### src/rtl/alu_cmd_sequencer.sv
`timescale 1ns/1ps
// ----------------------------------------------------------------------------
// alu_cmd_sequencer
// Initiator side of the ALU arithmetic interface. Collects a byte-serial
// command frame (HDR, A, B, FUN) from the RX path, issues one ALU operation,
// waits for the result and writes it low byte first to the TX FIFO. If the
// ALU never answers, a single error byte is written instead.
//
// Ports
//   CLK, RST           clock, asynchronous active-low reset
//   RX_DATA, RX_VLD    received byte and its one-cycle strobe
//   ALU_A, ALU_B       zero-extended operands, held until the next issue
//   ALU_FUN            function code (low nibble of the FUN byte)
//   ALU_EN             one-cycle operation enable
//   ALU_OUT, ALU_OUT_VLD  ALU result and its valid strobe
//   TX_DATA, TX_WR     byte and one-cycle write strobe to the TX FIFO
//   TX_FULL            FIFO full, no write may be issued
//   BUSY               high whenever the sequencer is not idle
//   ERR                one-cycle pulse on ALU timeout or dropped RX byte
// ----------------------------------------------------------------------------
module alu_cmd_sequencer #(
    parameter int                    DATA_WIDTH  = 8,
    parameter logic [DATA_WIDTH-1:0] HDR_BYTE    = 8'hCC,
    parameter logic [DATA_WIDTH-1:0] ERR_BYTE    = 8'hEE,
    parameter int                    TIMEOUT_CYC = 16
) (
    input  logic                  CLK,
    input  logic                  RST,
    input  logic [DATA_WIDTH-1:0] RX_DATA,
    input  logic                  RX_VLD,
    output logic [15:0]           ALU_A,
    output logic [15:0]           ALU_B,
    output logic [3:0]            ALU_FUN,
    output logic                  ALU_EN,
    input  logic [15:0]           ALU_OUT,
    input  logic                  ALU_OUT_VLD,
    output logic [DATA_WIDTH-1:0] TX_DATA,
    output logic                  TX_WR,
    input  logic                  TX_FULL,
    output logic                  BUSY,
    output logic                  ERR
);

    localparam int CNT_W = (TIMEOUT_CYC > 1) ? $clog2(TIMEOUT_CYC) : 1;
    localparam logic [CNT_W-1:0] CNT_ZERO = {CNT_W{1'b0}};
    localparam logic [CNT_W-1:0] CNT_ONE  = CNT_W'(32'd1);
    localparam logic [CNT_W-1:0] CNT_LAST = CNT_W'(TIMEOUT_CYC - 1);
    localparam logic [CNT_W-1:0] CNT_MAX  = {CNT_W{1'b1}};

    typedef enum logic [3:0] {
        IDLE     = 4'd0,
        GET_A    = 4'd1,
        GET_B    = 4'd2,
        GET_FUN  = 4'd3,
        ISSUE    = 4'd4,
        WAIT_RES = 4'd5,
        SEND_LO  = 4'd6,
        SEND_HI  = 4'd7,
        SEND_ERR = 4'd8
    } state_t;

    state_t                  state_r;
    logic [DATA_WIDTH-1:0]   a_r;
    logic [DATA_WIDTH-1:0]   b_r;
    logic [15:0]             result_r;
    logic [CNT_W-1:0]        cnt_r;
    logic [15:0]             alu_a_r;
    logic [15:0]             alu_b_r;
    logic [3:0]              alu_fun_r;
    logic                    alu_en_r;
    logic [DATA_WIDTH-1:0]   tx_data_r;
    logic                    tx_wr_r;
    logic                    busy_r;
    logic                    err_r;
    logic                    drop_s;

    // A byte arriving once the frame is complete cannot be used and is dropped.
    assign drop_s = RX_VLD && (state_r inside {ISSUE, WAIT_RES, SEND_LO, SEND_HI, SEND_ERR});

    // Frame assembly, ALU handshake and TX write sequencing.
    always_ff @(posedge CLK or negedge RST) begin
        if (!RST) begin
            state_r   <= IDLE;
            a_r       <= {DATA_WIDTH{1'b0}};
            b_r       <= {DATA_WIDTH{1'b0}};
            result_r  <= 16'h0000;
            cnt_r     <= CNT_ZERO;
            alu_a_r   <= 16'h0000;
            alu_b_r   <= 16'h0000;
            alu_fun_r <= 4'h0;
            alu_en_r  <= 1'b0;
            tx_data_r <= {DATA_WIDTH{1'b0}};
            tx_wr_r   <= 1'b0;
            busy_r    <= 1'b0;
            err_r     <= 1'b0;
        end else begin
            // Strobes default low so each is asserted for exactly one cycle.
            alu_en_r <= 1'b0;
            tx_wr_r  <= 1'b0;
            err_r    <= 1'b0;

            case (state_r)
                IDLE: begin
                    if (RX_VLD && (RX_DATA == HDR_BYTE)) begin
                        state_r <= GET_A;
                        busy_r  <= 1'b1;
                    end
                end
                GET_A: begin
                    if (RX_VLD) begin
                        a_r     <= RX_DATA;
                        state_r <= GET_B;
                    end
                end
                GET_B: begin
                    if (RX_VLD) begin
                        b_r     <= RX_DATA;
                        state_r <= GET_FUN;
                    end
                end
                GET_FUN: begin
                    // Operands are presented together with ALU_EN in the ISSUE cycle.
                    if (RX_VLD) begin
                        alu_a_r   <= 16'(a_r);
                        alu_b_r   <= 16'(b_r);
                        alu_fun_r <= RX_DATA[3:0];
                        alu_en_r  <= 1'b1;
                        state_r   <= ISSUE;
                    end
                end
                ISSUE: begin
                    cnt_r   <= CNT_ZERO;
                    state_r <= WAIT_RES;
                end
                WAIT_RES: begin
                    // A result on the last allowed cycle still counts.
                    if (ALU_OUT_VLD) begin
                        result_r <= ALU_OUT;
                        state_r  <= SEND_LO;
                    end else if (cnt_r == CNT_LAST) begin
                        err_r   <= 1'b1;
                        state_r <= SEND_ERR;
                    end else begin
                        cnt_r <= (cnt_r == CNT_MAX) ? cnt_r : cnt_r + CNT_ONE;
                    end
                end
                SEND_LO: begin
                    if (!TX_FULL) begin
                        tx_data_r <= result_r[DATA_WIDTH-1:0];
                        tx_wr_r   <= 1'b1;
                        state_r   <= SEND_HI;
                    end
                end
                SEND_HI: begin
                    if (!TX_FULL) begin
                        tx_data_r <= result_r[2*DATA_WIDTH-1:DATA_WIDTH];
                        tx_wr_r   <= 1'b1;
                        busy_r    <= 1'b0;
                        state_r   <= IDLE;
                    end
                end
                SEND_ERR: begin
                    if (!TX_FULL) begin
                        tx_data_r <= ERR_BYTE;
                        tx_wr_r   <= 1'b1;
                        busy_r    <= 1'b0;
                        state_r   <= IDLE;
                    end
                end
                default: begin
                    busy_r  <= 1'b0;
                    state_r <= IDLE;
                end
            endcase

            if (drop_s) begin
                err_r <= 1'b1;
            end
        end
    end

    assign ALU_A   = alu_a_r;
    assign ALU_B   = alu_b_r;
    assign ALU_FUN = alu_fun_r;
    assign ALU_EN  = alu_en_r;
    assign TX_DATA = tx_data_r;
    assign TX_WR   = tx_wr_r;
    assign BUSY    = busy_r;
    assign ERR     = err_r;

endmodule
### config.mk
export PLATFORM = sky130hd
export DESIGN_NAME = alu_cmd_sequencer
export DESIGN_NICKNAME = d
export VERILOG_FILES = /design/src/rtl/alu_cmd_sequencer.sv
export SDC_FILE = /design/constraint.sdc
export NUM_CORES = 1
export LEC_CHECK = 0
export CORE_MARGIN = 3
export CORE_UTILIZATION = 25
export CTS_BUF_LIST = sky130_fd_sc_hd__clkbuf_8
export CTS_CLUSTER_SIZE = 20
export DETAILED_ROUTE_END_ITERATION = 10
export GPL_TIMING_DRIVEN = 1
export HOLD_SLACK_MARGIN = 0.05
export SYNTH_ARGS = -nofsm -noshare
export SYNTH_HDL_FRONTEND = slang
export SYNTH_SLANG_ARGS = --single-unit
export TNS_END_PERCENT = 100
### constraint.sdc
create_clock -name CLK -period 2.3 [get_ports CLK]
set_input_delay 0.46 -clock CLK [delete_from_list [all_inputs] [get_ports CLK]]
set_output_delay 0.46 -clock CLK [all_outputs]
set_load 0.02 [all_outputs]
After elaboration in Yosys (flattened, before gate mapping) --
Cells that the tools add are included.
Cells by class: magnitude comparators 0, shifts and indexed selects 0, divide/modulo/power cells 0, $mul 0, add/subtract/negate cells 1, bitwise operators 1, reduce and logical (&&, ||, !) cells 17, multiplexer cells 27, eq/ne operators 21
Operator list (count):
- $mux W4 | 10
- $pmux W4 S8 | 1
- $mux W8 | 3
- $pmux W8 S3 | 1
- $ne A2 B2 Y1 const B | 10
- $eq A4 B3 Y1 const B | 4
- $mux W1 | 10
- $eq A4 B2 Y1 const B | 2
- $eq A4 B4 Y1 const B | 2
- $eq A8 B8 Y1 const B | 1
- $pmux W4 S2 | 1
- $reduce_and A2 Y1 | 4
- $reduce_and A7 Y1 | 1
- $reduce_and A3 Y1 | 2
- $reduce_or A6 Y1 | 1
- $reduce_bool A5 Y1 | 1
- $add A4 B1 Y4 const B | 1
- $eq A4 B1 Y1 const B | 1
- $logic_not A4 Y1 | 1
- $reduce_and A4 Y1 | 1
- $ne A3 B2 Y1 const B | 1
- $pmux W1 S3 | 1
- $reduce_bool A3 Y1 | 1
- $reduce_or A3 Y1 | 1
- other kinds (4) | 5
Storage, ports and cells: latch bits 0, flip-flop bits (word level) 72, memories 0, input bits 29, output and inout port bits 48, memory bits (read-only) 0, bits in writable memories 0, word-level logic and storage cells 80

Longest topological paths before layout --
Gate-level depths: netlist of the first run.
depth after elaboration 5, gate-level depth with buffers 6, depth with buffers taken out 5

Least setup slack after synthesis of the first run --
No wires, ideal clock.
path type register to register, start register cnt_r[0], end register cnt_r[3], arrival time 1.578 ns, clock period less this slack 1.656 ns, library setup time 0.077 ns, buffers on the path 0, required time 2.223 ns, stages on the path, launching flop included 6, path slack 0.644 ns, path through dfrtp_1 > ha_1 > a31o_2 > a211o_1 > or3_1 > a21oi_1
On the way: longest elaborated chain between the ends 4, elaborated cells between the ends (all ways) 7, classes of those cells add/sub (1); eq/ne (2); mux (3); reduce/logical (1)
Ends and longest elaborated chain:
- from (decl) | RTL line 66 | logic [CNT_W-1:0] cnt_r;
- from (signal assigned) | RTL line 144 | cnt_r <= (cnt_r == CNT_MAX) ? cnt_r : cnt_r + CNT_ONE;
- $add A4 B1 Y4 | RTL line 144
- $mux W4 | RTL line 140 | end else if (cnt_r == CNT_LAST) begin
- $mux W4 | RTL line 137 | if (ALU_OUT_VLD) begin
- $pmux W4 S2 | RTL line 102 | case (state_r)
Several ways; a longest one is shown, not always the timed one. The select of a mux whose other input is x is not followed. A chain may end at the register's enable or synchronous reset.

Final worst setup path of the first run --
start register cnt_r[0], end register cnt_r[2]
Same word-level chain as after synthesis.

==> results of run 1 <==
power breakdown:
group / internal [mW] / switching [mW] / leakage (nW)
Combinational: 1.12 / 0.931 / 0.811
Clock: 0.778 / 0.459 / 0.126
Sequential: 1.84 / 0.347 / 0.889
Total: 3.74 / 1.74 / 1.83
registers in the layout, summed over array words and instances (netlist names):
signal,flops
result_r,16
ALU_A,8
ALU_B,8
TX_DATA,8
a_r,8
b_r,8
ALU_FUN,4
cnt_r,4
state_r,4
ALU_EN,1
BUSY,1
ERR,1
TX_WR,1
critical path: stages (launching register included):
cell	delay [ns]
dfrtp_1	0.41
ha_1	0.24
a31o_2	0.21
a2111oi_0	0.59
xnor2_1	0.19
nor2_1	0.05
metrics by stage:
| stage | hold slack (ns) | total power [mW] | worst slack (ns) | util [%] | cell area [sq um] |
|---|---|---|---|---|---|
| final | 0.171 | 5.47 | 0.495 | 34.5 | 4210 |
| after global routing | 0.217 | 5.85 | 0.379 | 34.5 | 4210 |
| after CTS | 0.181 | 5.57 | 0.468 | 34.5 | 4210 |
| after detailed placement | 0.468 | 4.30 | 0.235 | 32.4 | 3960 |
| after global placement | 0.469 | 4.23 | 0.299 | 32.4 | 3960 |
| after floorplan | 0.164 | 3.46 | 0.644 | - | 3230 |
layout make-up:
cell class / count / area [sq um]
fillers: 1251 / 8000
flip-flops and latches: 72 / 1800
multi-input cells: 160 / 1220
repair buffers: 73 / 706
well taps: 168 / 210
clock buffers: 11 / 151
clock inverters: 5 / 103
inverters: 4 / 15.0
layout by cell type (no fill, tap or decap), types with 3 or more instances in the layout:
cell type         n
dfrtp_1          72
clkdlybuf4s50_1  59
mux2_2           52
nand2_1          17
conb_1           16
buf_4            12
clkbuf_8         11
nor2_1            7
o21ai_1           7
o22ai_1           6
o21ai_0           5
inv_1             4
nand3_1           4
nand2b_1          3
a31oi_1           3
bufinv_16         3
logic make-up after synthesis:
| logic type | count (synthesis) | share of synthesized area, % |
|---|---|---|
| and+or+nand+nor | 53 | 9.54 |
| other | 1 | 0.118 |
| xor gates and xnor gates | 1 | 0.276 |
| DFF | 72 | 56.7 |
| buffers and inverters | 32 | 6.50 |
| muxes | 53 | 18.8 |
| adders and majority gates | 1 | 0.394 |
| AOI/OAI and AO/OA | 36 | 7.68 |
routing by layer:
layer,vias up,global-route usage (%),wire length [um]
met5,-,0,0
met4,0,3.77,116
met3,11,4.45,503
met2,76,15.1,3020
met1,1005,12.7,2950
li1,1001,-,-
how the worst max path moves through the flow:
stage,end,slack [ns],cells after the start
2_1_floorplan,cnt_r[3],0.64,5
3_3_place_gp,cnt_r[3],0.30,5
3_5_place_dp,cnt_r[2],0.24,5
4_1_cts,BUSY,0.47,1
5_1_grt,cnt_r[3],0.38,4
6_report,cnt_r[2],0.49,5
==> metrics.cfg, run 1 <==
[logic_synthesis]
synthFlopType=dfrtp_1
synth_edf_count=0
synth_area_leader_cell=dfrtp_1
syn_avg_cell_area_sq_um=12.8
synth_top_cells_by_count=72 x dfrtp_1, 52 x mux2_2, 17 x buf_4, 17 x nand2_1
synthDistinctLibCells=50
synth.most_common_cell=dfrtp_1
synth_area_sq_mm=0.00318
syn_inst=249
ys_warn_count=0
synthArstFlopShare_pct=100
synth_seq_cells=72
synth_top_cell_area_share_pct=56.7
yosysSeqAreaShare_pct=56.7
ys_top_cells_by_area=dfrtp_1 57%, mux2_2 18%, buf_4 4.0%

[die]
row_count=40
die_h_um=119
die_w_um=119
dieArea_sq_mm=0.0141
ios=77
coreArea_sq_mm=0.0122
start_util_pct=26.0

[setup_path]
worst_ep_arrival_time_ns=2.03
end_kind=flip-flop
required_ns=2.53
cp-start-kind=flip-flop
reg2reg_to=cnt_r[2]
startpoint=cnt_r[0]
r2r_slack_ns=0.49
timing.rr.start=cnt_r[0]
path_max_fanout=4
rr_worst_depth=5
path_class=flip-flop to flip-flop

[cts]
clk_pin_slew_ns=0.07
clockRootBuffer=clkbuf_8
clockBufferDepth=2
postCtsSetupBuffers=0
clk_latency_ns=0.34
cts_sinks=72
cts_hold_buf=0
cts_tree=done
cts_resized=0
htree_num_levels=3
cts_buffers=9

[detailed_routing]
drt-pass1-iter-count=4
drt_iter0_markers=83
drc_errors=0
wirelength_um=6590
post_drt_via_cell_ratio=4.25
ant_nets=0
wl_per_cell_um=13.4
num_vias=2093

[global_routing]
overflow=0
grt_pass1_vias=2165
grt_pass1_wl_um=11200
antenna_found_initial=0
grt_use_total_pct=10.0
grt_max_degree=39

[run_status]
status=complete, no violations

[run]
drv_cap=0

[timing]
hold_viol_final=0
clock.fmax_ghz=0.554
post-route-period-util_pct=78.5
layout_min_cycle_time_ns=1.81
setup-tns-final_ns=0
relSlewSlack_pct=51.9
slew_viol_final=0
worst_pin_slew_ns=0.722
setup_violations=0
finalClockSkew_ns=0.00510
rsz0062_at_grt=false

[power]
ir_drop_v=0.000647
power.density_mw_per_mm2=1300
leakage_nw=1.83

[placed_design]
placedCellCount=477
io_buffers=60
place.gp.congestion=0.736
dpl.hpwl_um=4700

[min_path]
hold_class=primary input to asynchronous set/reset pin

[cells_and_area]
antennaDiodeCount=0
final_cells=493
layout-drive-gt1-share_pct=27.4
num-nets-final=350
area_growth_pct=32.6

(Power assumes the default switching activity.)
==> inputs of run 2 (changes only) <==
==> constraint.sdc (replaced) <==
create_clock -name CLK -period 1.7 [get_ports CLK]
set_input_delay 0.34 -clock CLK [delete_from_list [all_inputs] [get_ports CLK]]
set_output_delay 0.34 -clock CLK [all_outputs]
set_load 0.02 [all_outputs]
==> metrics.cfg, run 2 (same netlist as run 1, synthesis figures left out) <==
[placed_design]
io_buffers=60
dpl.hpwl_um=4730
place.gp.congestion=0.815
dpl_cell_area_sq_mm=0.00410

[timing]
clock.fmax_ghz=0.595
layout_min_cycle_time_ns=1.68
setup_violations=0
slew_viol_final=0
finalClockSkew_ns=0.00691
hold_viol_final=0
post-route-period-util_pct=98.8
rsz0062_at_grt=true

[setup_path]
crit_slowest_cell=dfrtp_1
worst_ep_arrival_time_ns=1.95
end_kind=flip-flop
required_ns=1.97
reg2reg_to=cnt_r[3]
r2r_slack_ns=0.02
slowest_delay_ns=0.39
rr_worst_depth=5
path_max_fanout=3
path_class=flip-flop to flip-flop
cp-start-kind=flip-flop
path_cells=ha_1, a31o_2, a211o_1, or3_1, a21oi_1
timing.rr.start=cnt_r[0]

[detailed_routing]
drc_errors=0
wl_per_cell_um=13.6
post_drt_via_cell_ratio=4.28
num_vias=2181
drt_iter0_markers=153
ant_nets=0
drt-pass1-iter-count=4
wirelength_um=6920

[global_routing]
grt_pass1_vias=2292
overflow=0
busiest_layer=met2
grt_use_met2_pct=16.1
grt_use_met1_pct=13.4
grt_pass1_wl_um=11800
grt_use_total_pct=10.4
grt_util_met3_pct=4.11
antenna_found_initial=0
grt_max_degree=73

[cells_and_area]
largest_register_ffs=16
num-nets-final=366
final_cell_mix=72 x dfrtp_1, 52 x mux2_2, 38 x clkdlybuf4s50_1
final_common_cell=dfrtp_1
layout-drive-gt1-share_pct=31.4
fin_area_sq_mm=0.00437
area_growth_pct=37.6
antennaDiodeCount=0
largest-register=result_r
nFillCells=1240

[die]
die_h_um=119
dieArea_sq_mm=0.0141
die_w_um=119
ios=77
start_util_pct=26.0
row_count=40
coreArea_sq_mm=0.0122

[power]
ir_drop_v=0.000815
leakage_nw=2.11
power.density_mw_per_mm2=1650
p_total_mw=7.22

[min_path]
hold-path-endpoint=TX_DATA[0]
worstHoldStart=TX_DATA[0]
hold_path_depth=2
hold_class=flip-flop to flip-flop

[cts]
clockBufferDepth=2
cts_sinks=72
cts_tree=done
htree_num_levels=3
clockRootBuffer=clkbuf_8
clk_latency_ns=0.34
cts_buffers=9
clk_pin_slew_ns=0.08

[run]
drv_cap=0

[run_status]
status=complete, no violations

run 2: how the worst max path moves through the flow:
stage / startpoint / end / depth (start not counted)
after floorplan: cnt_r[0] / cnt_r[3] / 5
after global placement: RX_DATA[7] / state_r[0] / 5
after detailed placement: ALU_OUT_VLD / cnt_r[2] / 5
after CTS: ALU_B[3] / ALU_B[3] / 1
after global routing: cnt_r[0] / cnt_r[2] / 5
final: cnt_r[0] / cnt_r[3] / 5
run 2: report_power, final:
group / switching, mW / leakage (nW) / internal (mW)
combinational: 1.36 / 1.13 / 1.60
sequential: 0.415 / 0.889 / 2.49
clock: 0.670 / 0.0952 / 0.677
total: 2.45 / 2.11 / 4.78
run 2: per-stage QoR:
step	TNS [ns]	std cells	hold slack, ns	util [%]	setup slack, ns
after floorplan	0	264	0.0444	-	0.0445
after global placement	-2.42	491	0.398	33.6	-0.191
after detailed placement	-3.24	491	0.402	33.6	-0.197
after CTS	0	509	0.492	35.3	0.00779
after global routing	-0.199	509	0.516	35.8	-0.0763
final	0	509	0.483	35.8	0.0204
run 2: layout make-up:
type                            count  area [sq um]  share of cell area, %
Multi-Input combinational cell    160          1240                   28.3
Inverter                            4          15.0                  0.344
Clock buffer                        9           124                   2.83
Sequential cell                    72          1800                   41.2
Clock inverter                      7          72.6                   1.66
Timing Repair Buffer               89           911                   20.8
Tap cell                          168           210                   4.81
run 2: worst max-delay path: cells and delay by family, from the launching register on:
kind / cells / cell delay, ns
AO/OA/AOI/OAI: 3 / 0.65
adder cells (fa/ha/maj): 1 / 0.22
flip-flops: 1 / 0.39
AND/OR/NAND/NOR: 1 / 0.35
run 2: what timing repair did:
item	CTS	global route
hold buffers	1	0
pin swaps	1	0
buffers inserted	1	0
gates resized for setup	3	23
endpoints found under the hold margin	72	0
endpoints found under the setup margin	4	28
run 2: routing by layer:
metal / routed length [um] / part of all wire (%)
met1: 3150 / 46
met2: 3240 / 47
met3: 455 / 6.6
met4: 68 / 0.98
met5: 0 / 0
